===== src/rtl/sort_pkg.sv =====
// Shared configuration and state encoding for the sequential max-extraction sorter.
package sort_pkg;

    localparam int unsigned M        = 8;
    localparam int unsigned N        = 8;
    localparam int unsigned CORE_LAT = N - 1;

    typedef enum logic [2:0] {
        StIdle,
        StIssue,
        StWait,
        StPick,
        StOut
    } state_e;

endpackage


===== src/rtl/prio_pick.sv =====
// Lowest-index priority selector: one-hot and binary index of the lowest set bit of mask.
module prio_pick #(
    parameter int unsigned W = 8
) (
    input  logic [W-1:0]         mask,
    output logic [W-1:0]         onehot,
    output logic [$clog2(W)-1:0] idx,
    output logic                 any
);

    localparam int unsigned IW = $clog2(W);

    always_comb begin
        onehot = '0;
        idx    = '0;
        any    = |mask;
        // Walk downwards so the lowest set bit is the last one written.
        for (int i = W - 1; i >= 0; i--) begin
            if (mask[i]) begin
                onehot    = '0;
                onehot[i] = 1'b1;
                idx       = IW'(i);
            end
        end
    end

endmodule


===== src/rtl/max_extract_seq.sv =====
// Sorts a set by repeated max extraction through an external max-find core.
// Optional MAX_EXTRACT_CHECK_EN adds a sticky o_err flag for an empty core mask.
module max_extract_seq #(
    parameter int unsigned M = sort_pkg::M,
    parameter int unsigned N = sort_pkg::N
) (
    input  logic                  clk,
    input  logic                  rst_n,
    input  logic                  i_start,
    input  logic [M-1:0][N-1:0]   i_data,
    output logic [M-1:0][N-1:0]   o_core_chi,
    output logic                  o_core_enable,
    input  logic [M-1:0]          i_core_h,
    output logic                  o_valid,
    input  logic                  i_ready,
    output logic [N-1:0]          o_data,
    output logic [$clog2(M)-1:0]  o_index,
    output logic                  o_last,
    output logic                  o_busy
`ifdef MAX_EXTRACT_CHECK_EN
    ,
    output logic                  o_err
`endif
);

    import sort_pkg::*;

    localparam int unsigned IW = $clog2(M);
    localparam int unsigned CW = $clog2(CORE_LAT + 1);
    localparam int unsigned KW = $clog2(M + 1);

    state_e              state_q;
    logic [M-1:0][N-1:0] data_q;
    logic [M-1:0]        alive_q;
    logic [CW-1:0]       wait_q;
    logic [KW-1:0]       count_q;

    logic [M-1:0]  sel;
    logic [M-1:0]  sel_oh;
    logic [M-1:0]  alive_oh;
    logic [M-1:0]  pick_oh;
    logic [IW-1:0] sel_idx;
    logic [IW-1:0] alive_idx;
    logic [IW-1:0] pick_idx;
    logic          sel_any;
    logic          alive_any;

    always_comb begin
        o_core_chi = '0;
        for (int k = 0; k < M; k++) begin
            o_core_chi[k] = alive_q[k] ? data_q[k] : '0;
        end
    end

    assign sel = i_core_h & alive_q;

    prio_pick #(
        .W (M)
    ) u_pick_sel (
        .mask   (sel),
        .onehot (sel_oh),
        .idx    (sel_idx),
        .any    (sel_any)
    );

    // Fallback when the core reports no live candidate.
    prio_pick #(
        .W (M)
    ) u_pick_alive (
        .mask   (alive_q),
        .onehot (alive_oh),
        .idx    (alive_idx),
        .any    (alive_any)
    );

    assign pick_oh  = sel_any ? sel_oh  : alive_oh;
    assign pick_idx = sel_any ? sel_idx : alive_idx;

    always_ff @(posedge clk or negedge rst_n) begin
        if (!rst_n) begin
            state_q       <= StIdle;
            data_q        <= '0;
            alive_q       <= '0;
            wait_q        <= '0;
            count_q       <= '0;
            o_core_enable <= 1'b0;
            o_valid       <= 1'b0;
            o_data        <= '0;
            o_index       <= '0;
            o_last        <= 1'b0;
            o_busy        <= 1'b0;
`ifdef MAX_EXTRACT_CHECK_EN
            o_err         <= 1'b0;
`endif
        end else begin
            o_core_enable <= 1'b0;
            unique case (state_q)
                StIdle: begin
                    if (i_start) begin
                        data_q        <= i_data;
                        alive_q       <= '1;
                        count_q       <= '0;
                        o_core_enable <= 1'b1;
                        o_busy        <= 1'b1;
                        state_q       <= StIssue;
`ifdef MAX_EXTRACT_CHECK_EN
                        o_err         <= 1'b0;
`endif
                    end
                end
                StIssue: begin
                    wait_q  <= CW'(CORE_LAT);
                    state_q <= StWait;
                end
                StWait: begin
                    wait_q <= wait_q - CW'(1);
                    if (wait_q == CW'(1)) begin
                        state_q <= StPick;
                    end
                end
                StPick: begin
                    if (alive_any) begin
                        o_data  <= data_q[pick_idx];
                        o_index <= pick_idx;
                        o_last  <= (count_q + KW'(1)) == KW'(M);
                        o_valid <= 1'b1;
                        alive_q <= alive_q & ~pick_oh;
                        count_q <= count_q + KW'(1);
                        state_q <= StOut;
`ifdef MAX_EXTRACT_CHECK_EN
                        if (!sel_any) begin
                            o_err <= 1'b1;
                        end
`endif
                    end else begin
                        o_busy  <= 1'b0;
                        state_q <= StIdle;
                    end
                end
                StOut: begin
                    if (i_ready) begin
                        o_valid <= 1'b0;
                        if (o_last) begin
                            o_busy  <= 1'b0;
                            state_q <= StIdle;
                        end else begin
                            o_core_enable <= 1'b1;
                            state_q       <= StIssue;
                        end
                    end
                end
                default: state_q <= StIdle;
            endcase
        end
    end

endmodule


===== config.mk =====
export PLATFORM = sky130hd
export DESIGN_NAME = max_extract_seq
export DESIGN_NICKNAME = d
export VERILOG_FILES = /design/src/rtl/sort_pkg.sv /design/src/rtl/prio_pick.sv /design/src/rtl/max_extract_seq.sv
export SDC_FILE = /design/constraint.sdc
export NUM_CORES = 1
export LEC_CHECK = 0
export CAP_MARGIN = 20
export CORE_MARGIN = 4
export CORE_UTILIZATION = 44
export CTS_BUF_LIST = sky130_fd_sc_hd__clkbuf_16
export DETAILED_ROUTE_END_ITERATION = 6
export PLACE_DENSITY = 0.77
export SLEW_MARGIN = 20
export SYNTH_ARGS = -nofsm -noshare
export SYNTH_HDL_FRONTEND = slang
export SYNTH_HIERARCHICAL = 1
export SYNTH_SLANG_ARGS = --single-unit

===== constraint.sdc =====
create_clock -name clk -period 2.3 [get_ports clk]
set_input_delay 0.69 -clock clk [delete_from_list [all_inputs] [get_ports clk]]
set_output_delay 0.69 -clock clk [all_outputs]
set_load 0.03 [all_outputs]

## Word level (Yosys, flattened, before mapping)

Cells that the tools add are included.

- Register bits: 97
- Output and inout port bits: 79

- $add $sub $neg: 2
- Order comparisons: 1
- Equal/unequal tests: 12
- Multiplexer cells: 69
- Bitwise logic cells: 3
- Reductions and logical operators: 13

Operators by type and width:

| operator | count |
|---|---|
| 8-bit 2-to-1 mux | 28 |
| 3-bit 2-to-1 mux | 21 |
| 8-bit binary-select mux with 3-bit select | 1 |
| 8-bit bitwise AND | 2 |
| 8-bit one-hot mux with 2 select lines | 1 |
| 8-bit OR reduction | 2 |
| 3-bit one-hot mux with 5 select lines | 1 |
| 2-bit inequality test, second input constant | 6 |
| 1-bit 2-to-1 mux | 10 |
| 3-bit AND reduction | 3 |
| 4-bit 2-to-1 mux | 2 |
| 8-bit NOT | 1 |
| 4-bit one-hot mux with 2 select lines | 1 |
| 3-bit by 1-bit equality test with 1-bit output, second input constant | 2 |
| 3-bit by 2-bit equality test with 1-bit output, second input constant | 2 |
| 3-bit one-hot mux with 2 select lines | 1 |
| 2-bit nonzero test | 3 |
| 5-bit AND reduction | 1 |
| 4-bit by 1-bit adder with 4-bit output, second input constant | 1 |
| 4-bit equality test, second input constant | 1 |
| 3-bit by 4-bit less-than comparator with 1-bit output, second input constant | 1 |
| 1-bit one-hot mux with 2 select lines | 2 |
| 2-bit AND reduction | 2 |
| 3-bit equality test, second input constant | 1 |
| 4 further kinds | 4 |

## Depth between registers and ports, before layout

Gate-level depths: netlist of run 1.

- Depth in word-level cells: 14
- Mapped depth: 10
- Gate-level depth less buffers: 9

## Hierarchy

The synthesis of run 1 kept the hierarchy.

By module, submodules not included:

| module | times used | cells each | area an instance (sq um) |
|---|---|---|---|
| max_extract_seq | 1 | 628 | 5218.8 |
| prio_pick | 2 | 24 | 143.9 |

## Worst setup path after synthesis of run 1

Ideal clock, no wire load.

- Path kind: in2reg
- From: input port i_core_h[5]
- To: register o_data[2]
- Library setup time: 66 ps
- Arrival: 2319 ps
- Required time: 2234 ps
- Path slack: -86 ps
- Stages on the path: 9
- Cells stage by stage: and2_1 -> nor2_2 -> o21ai_0 -> a21boi_0 -> and2b_1 -> a22oi_1 -> a21oi_1 -> o211ai_1 -> and3_1

- Word-level cells in the longest chain between the ends: 10
- Elaborated cells on any way between the ends: 11

RTL lines:

| item | line | RTL |
|---|---|---|
| start, declared | max_extract_seq.sv:13 | `input logic [M-1:0] i_core_h,` |
| 8-bit bitwise AND | max_extract_seq.sv:55 | `assign sel = i_core_h & alive_q;` |
| 3-bit 2-to-1 mux (6 in a row) | prio_pick.sv:19 | `if (mask[i]) begin` |
| net sel_idx[1] | max_extract_seq.sv:42 | `logic [IW-1:0] sel_idx;` |
| 3-bit 2-to-1 mux | max_extract_seq.sv:77 | `assign pick_idx = sel_any ? sel_idx : alive_idx;` |
| 8-bit binary-select mux with 3-bit select | max_extract_seq.sv:123 | `o_data <= data_q[pick_idx];` |
| 8-bit 2-to-1 mux (implied by the code) | max_extract_seq.sv:123 |  |
| end signal, assigned | max_extract_seq.sv:123 |  |
| end, declared | max_extract_seq.sv:16 | `output logic [N-1:0] o_data,` |

The timed path passes the listed nets, and every way through them passes these cells. The select of a mux whose other input is x is not followed.
A chain may end at the register's enable or synchronous reset.

## Worst setup path after layout of run 1

- From: input port i_core_h[7]
- To: register o_data[7]

- Word-level cells in the longest chain between the ends: 12
- Elaborated cells on any way between the ends: 13

RTL lines:

| item | line | RTL |
|---|---|---|
| 8-bit bitwise AND | max_extract_seq.sv:55 |  |
| net sel[7] | max_extract_seq.sv:38 | `logic [M-1:0] sel;` |
| 3-bit 2-to-1 mux (8 in a row) | prio_pick.sv:19 |  |
| net sel_idx[0] | max_extract_seq.sv:42 |  |
| 3-bit 2-to-1 mux | max_extract_seq.sv:77 |  |
| 8-bit binary-select mux with 3-bit select | max_extract_seq.sv:123 |  |
| 8-bit 2-to-1 mux (implied by the code) | max_extract_seq.sv:123 |  |

The timed path passes the listed nets, and every way through them passes these cells. The select of a mux whose other input is x is not followed.

==> impl_metrics.csv, run 1 <==
group,metric,value,unit
status,status,"finished, final reports clean",
drt,dr.pass1.iters,5,
floorplan,die_h,120,um
drt,routed_wl,17.4,mm
sta,fmax,446,MHz
place,dp_hpwl,13.0,mm
synth,syn_area_per_cell,8.15,sq um
drt,wl_per_cell,16.9,um
sta,period_share,0.975,
sta,rsz0062_at_grt,"true",
layout,final_layout_size_suffix_gt1_frac,0.139,
sta,hold_viol_final,0,
place,place_congestion,0.857,
layout,regArea,0.00243,sq mm
critical_path,cp_cell_sequence,"dlygate4sd2_1 > and2_4 > nor2b_4 > nor3_4 > o21bai_4 > buf_6 > nor2b_1 > o22ai_2 > a221oi_2 > o22ai_1 > o21ai_1",
clock_network,htree_levels,3,
power,power_leakage,3.90,nW
sta,finalSetupViolations,0,
synth,synth_cells,676,
synth,synth-main-ff-cell,"dfrtp_1",
place,dp_cells,1013,
floorplan,fp.dieW,120,um
sta,slew_viol_final,0,
sta,fin_crit,2.24,ns
clock_network,cts_tree,"built",
critical_path,start_kind,"input pin",
clock_network,clk_latency,0.35,ns
grt,grt_start_max_net_pins,42,
critical_path,cpMaxStageDelayCell,"a221oi_2",
run,drv_cap,0,
synth,async_flop_share,1.00,
drt,drc,0,
power,p_total,0.0108,W
clock_network,clk_pin_slew,0.07,ns
sta,holdWs,0.312,ns
synth,yosysSeqAreaShare,0.441,
drt,drt-initial-drc-count,374,
power,power_density,1360,mW/mm^2
synth,synth.net_count,755,
floorplan,start_util,0.455,
critical_path,cp.arrival,2.52,ns
drt,vias_per_cell,5.25,
sta,tightest_slew,0.504,ns
synth,synth_seq_cells,97,
sta,finClkSkew,0.00840,ns
synth,syn-cell-area,0.00551,sq mm
synth,synth-edff-count,0,
clock_network,cts_root_buffer,"clkbuf_16",
power,vdd_ir_drop_max,0.657,mV
critical_path,required,2.58,ns
critical_path,crit_fanout,15,
floorplan,io_pins,155,
layout,areaGrowthSynthToFinish,44.6,%
clock_network,cts.sinks,97,
clock_network,numCtsBuffers,9,
synth,synth.distinct_cells,48,
critical_path,critPathKind,"in2reg",
hold_path,hold_path_class,"in2async",
place,port_buffers,154,
layout,multiInputGateArea,0.00306,sq mm
critical_path,slowest_delay,0.28,ns
grt,grt_pass1_vias,5438,
floorplan,die_area,0.0144,sq mm
floorplan,rows,40,
synth,yosysWarnings,6,
layout,layoutNonFillerInstCount,1032,
grt,grt_usage,0.243,
layout,diodes,0,
drt,drtAntennaViolNets,0,
layout,layout.nets,940,
layout,nFillCells,1038,
floorplan,core_area,0.0121,sq mm
clock_network,cts_buffer_depth,2,
sta,slew_headroom,0.664,
grt,antenna_found_initial,0,
grt,grt_pass1_wl,27.8,mm
grt,grt_overflow,0,
critical_path,worstSetupEndpointType,"flop",
drt,num_vias,5413,
Yosys cell counts (3+ instances only):
| cell | count | area, sq um |
|---|---|---|
| a31oi_1 | 3 | 18.8 |
| o211ai_1 | 7 | 52.6 |
| nand2_1 | 249 | 935 |
| ha_1 | 3 | 37.5 |
| clkbuf_1 | 8 | 30.0 |
| buf_4 | 12 | 90.1 |
| nor2_4 | 3 | 33.8 |
| nor3_1 | 4 | 20.0 |
| buf_2 | 6 | 30.0 |
| dfrtp_1 | 97 | 2430 |
| nand3b_1 | 3 | 22.5 |
| o22ai_1 | 9 | 56.3 |
| a22oi_1 | 8 | 60.1 |
| and2_1 | 76 | 475 |
| and3_1 | 9 | 56.3 |
| nor2_2 | 9 | 56.3 |
| mux2i_1 | 22 | 220 |
| buf_6 | 4 | 45.0 |
| a21oi_1 | 23 | 115 |
| nor2_1 | 22 | 82.6 |
| inv_1 | 8 | 30.0 |
| nor2b_1 | 21 | 131 |
| o21ai_0 | 24 | 120 |
| nand3_1 | 15 | 75.1 |
area by class of cell:
cell class | instances | area share
clock buffer | 9 | 0.0283
clock inverter | 5 | 0.00629
inverter | 8 | 0.00377
multi-input combinational | 541 | 0.385
sequential | 97 | 0.305
tap | 168 | 0.0264
timing repair buffer | 204 | 0.245
registers in the layout, summed over array words and instances (netlist names):
name	flops
data_q	64
alive_q	8
o_data	8
count_q	4
o_index	3
state_q	3
wait_q	3
o_busy	1
o_core_enable	1
o_last	1
o_valid	1
cell usage in the layout, fill, tap and decap left out, types with 5 or more instances in the layout:
| cell | n |
|---|---|
| a21oi_1 | 21 |
| a22oi_2 | 6 |
| and2_1 | 68 |
| and2_4 | 8 |
| and3_1 | 8 |
| buf_12 | 6 |
| buf_4 | 40 |
| clkbuf_16 | 10 |
| clkdlybuf4s50_1 | 81 |
| dfrtp_1 | 96 |
| dlygate4sd2_1 | 65 |
| dlymetal6s2s_1 | 6 |
| inv_1 | 9 |
| mux2i_1 | 19 |
| nand2_1 | 247 |
| nand3_1 | 13 |
| nor2_1 | 21 |
| nor2_2 | 5 |
| nor2_4 | 8 |
| nor2b_1 | 20 |
| o211ai_1 | 7 |
| o21ai_0 | 22 |
| o22ai_1 | 8 |
kinds of logic after synthesis:
logic type / Yosys count / share of synthesized area
adders and majority gates: 3 / 0.00682
and+or+nand+nor: 424 / 0.366
xor gates and xnor gates: 2 / 0.00318
DFF: 97 / 0.441
buffers and inverters: 39 / 0.0416
AOI/OAI and AO/OA: 86 / 0.0938
muxes: 25 / 0.0477
per-layer routing:
layer,part of all wire,global-route usage
met5,0,0
met4,0.030,0.104
met3,0.047,0.0358
met2,0.51,0.420
met1,0.41,0.303
timing repair:
item,4_1_cts,5_1_grt
hold buffers,0,0
setup endpoints to repair,72,19
resized for setup,92,35
cloned,1,1
buffers inserted,1,2
pin swaps,3,16
metrics by stage:
stage	cell area [sq um]	util	setup TNS [ns]	worst slack, ns
finish	7960	0.657	0	0.0567
CTS	7800	0.644	-0.942	-0.147
detailed placement	7490	0.618	-8.28	-0.661
floorplan	5510	-	0	0.00492
global route	7960	0.657	-0.0535	-0.0412
global placement	7490	0.618	-8.01	-0.647
path summary, 6_finish.rpt:
path                            slack [ns]  depth (start not counted)    endpoint        start
worst max register to register        0.13                         11   o_data[2]   alive_q[0]
min in group clk                      0.48                          2  o_index[1]   o_index[1]
max in group asynchronous             1.44                          2   data_q[8]        rst_n
worst min register to register        0.48                          2  o_index[1]   o_index[1]
worst max-delay path                  0.06                         11   o_data[7]  i_core_h[7]
worst min-delay path                  0.31                          1   wait_q[1]        rst_n
critical path: cells and delay by family:
kind / cells / cell delay, ns
AO/OA/AOI/OAI: 5 / 0.74
AND/OR/NAND/NOR: 4 / 0.66
buffers and inverters: 2 / 0.41
report_power, final:
group / switching (W) / internal, W
Sequential: 0.000683 / 0.00245
Combinational: 0.00381 / 0.00245
Clock: 0.000627 / 0.000821
Total: 0.00512 / 0.00572
Power figures use the tool's default switching activity.
==> run 2: changes to the inputs <==
CORE_MARGIN = 2   (was 4)
==> impl_metrics.csv, run 2 (same netlist as run 1, synthesis figures left out) <==
group,metric,value,unit
status,status,"finished, final reports clean",
sta,slew_viol_final,0,
sta,fmax,438,MHz
grt,grt_overflow,0,
power,power_frac_comb,0.596,
floorplan,die_area,0.0134,sq mm
critical_path,cpMaxStageDelayCell,"mux2_4",
floorplan,fp.dieW,116,um
drt,wl_per_cell,16.7,um
power,power_frac_clock,0.119,
critical_path,start_kind,"input pin",
sta,period_share,0.994,
layout,diodes,0,
place,place_ws,-0.641,ns
sta,fin_crit,2.29,ns
layout,largest_reg_flops,64,
sta,finClkSkew,0.00650,ns
place,dp_hpwl,12.6,mm
place,place_congestion,0.832,
layout,nFillCells,996,
critical_path,critPathKind,"in2reg",
layout,final_layout_size_suffix_gt1_frac,0.173,
clock_network,numCtsBuffers,9,
sta,finalSetupViolations,0,
power,power_density,1350,mW/mm^2
clock_network,cts.sinks,97,
grt,met3_usage,0.0408,
power,p_switching,0.00526,W
grt,use_met1,0.324,
layout,top_register,"data_q",
clock_network,htree_levels,3,
power,power_frac_seq,0.285,
critical_path,crit_fanout,6,
grt,grt_pass1_wl,27.1,mm
layout,reg_top3,"data_q: 64 flops, alive_q: 8 flops, o_data: 8 flops",
sta,finalWorstSetupSlack,0.0145,ns
drt,drtAntennaViolNets,0,
grt,globalRoute.busiestLayer,"met2",
clock_network,cts_hold_buf,0,
drt,dr.pass1.iters,5,
grt,grtUsageMet2,0.454,
drt,num_vias,5473,
drt,routed_wl,17.4,mm
grt,grt_start_max_net_pins,63,
critical_path,required,2.53,ns
run,drv_cap,0,
place,port_buffers,154,
grt,grt_pass1_vias,5411,
drt,drc,0,
power,power.internal,0.00583,W
power,power_leakage,3.94,nW
hold_path,hold_path_class,"in2async",
floorplan,core_area,0.0121,sq mm
floorplan,rows,40,
sta,slew_headroom,0.685,
drt,drt-initial-drc-count,405,
critical_path,slowest_delay,0.36,ns
grt,antenna_found_initial,0,
power,vdd_ir_drop_max,0.681,mV
layout,areaGrowthSynthToFinish,48.9,%
layout,final_cell_mix,"248 x nand2_1, 97 x dfrtp_1, 81 x clkdlybuf4s50_1",
power,p_sw_frac,0.475,
layout,final_util,0.677,
layout,final_common_cell,"nand2_1",
place,place_area,0.00757,sq mm
clock_network,cts_tree,"built",
sta,hold_viol_final,0,
critical_path,cp_cell_sequence,"dlygate4sd2_1 > and2_4 > buf_6 > nor2_4 > o21ai_2 > o21bai_4 > mux2_4 > mux2i_4 > a21oi_2 > and3_1",
floorplan,start_util,0.455,
sta,tightest_slew,0.472,ns
floorplan,die_h,116,um
layout,design_area,0.00820,sq mm
grt,grt_usage,0.262,
clock_network,clk_pin_slew,0.06,ns
clock_network,cts_root_buffer,"clkbuf_16",
critical_path,worstSetupEndpointType,"flop",
drt,vias_per_cell,5.25,
clock_network,cts_buffer_depth,2,
floorplan,io_pins,155,
layout,layout.nets,952,
critical_path,cp.arrival,2.52,ns
clock_network,clk_latency,0.35,ns
-- run 2: changes by cell type in the layout (fill, tap and decap cells not counted), moves of 5 or more --
cell / delta
a21oi_1: -9
dlymetal6s2s_1: -6
dlygate4sd2_1: +5
buf_4: +5
a21oi_2: +9
-- run 2: routing by layer --
layer	routed length (um)	vias to the layer above
met4	549	0
met3	751	47
met5	0	-
li1	-	2612
met2	8930	191
met1	7180	2623
-- run 2: worst paths after layout --
check                           slack, ns    endpoint   startpoint  cells past startpoint
worst min-delay path                 0.13   wait_q[2]        rst_n                      1
min in group clk                     0.48  o_index[1]   o_index[1]                      2
worst max register to register       0.12   o_data[1]   alive_q[3]                      8
worst min register to register       0.48  o_index[1]   o_index[1]                      2
max in group asynchronous            1.64   o_data[3]        rst_n                      2
worst max-delay path                 0.01   o_data[5]  i_core_h[2]                     10
-- run 2: critical path, delay by kind of cell --
kind                   cells  cell delay, ns
muxes                      2            0.68
buffers and inverters      2            0.35
AOI/OAI and AO/OA          3            0.38
and+or+nand+nor            3            0.41
-- run 2: area by class of cell --
class | count | area [sq um] | share of cell area
clock buffer | 9 | 225 | 0.0275
clock inverter | 4 | 25.0 | 0.00305
inverter | 8 | 30.0 | 0.00366
multi-input combinational | 541 | 3190 | 0.389
sequential | 97 | 2430 | 0.296
tap | 168 | 210 | 0.0256
timing repair buffer | 216 | 2090 | 0.255
-- run 2: per-stage QoR --
stage	TNS, ns	std cells	total power, W	hold WS, ns
2_1_floorplan	0	676	0.00689	0.394
3_3_place_gp	-6.65	1019	0.00953	0.470
3_5_place_dp	-7.19	1019	0.00965	0.472
4_1_cts	0	1040	0.0109	0.128
5_1_grt	-0.0557	1043	0.0118	0.126
6_report	0	1043	0.0111	0.133
-- run 2: what timing repair did --
action	4_1_cts	5_1_grt
resized for setup	116	43
endpoints found under the setup margin	72	17
cloned	3	0
buffers inserted	6	4
endpoints found under the hold margin	0	0
pin swaps	15	23
-- run 2: power groups by stage --
stage / Clock [W] / Sequential (W) / Combinational [W]
3_3_place_gp: 0 / 0.00311 / 0.00641
6_report: 0.00132 / 0.00316 / 0.00661
5_1_grt: 0.00142 / 0.00325 / 0.00710
4_1_cts: 0.00135 / 0.00313 / 0.00639
3_5_place_dp: 0 / 0.00312 / 0.00653
2_1_floorplan: 0 / 0.00312 / 0.00377
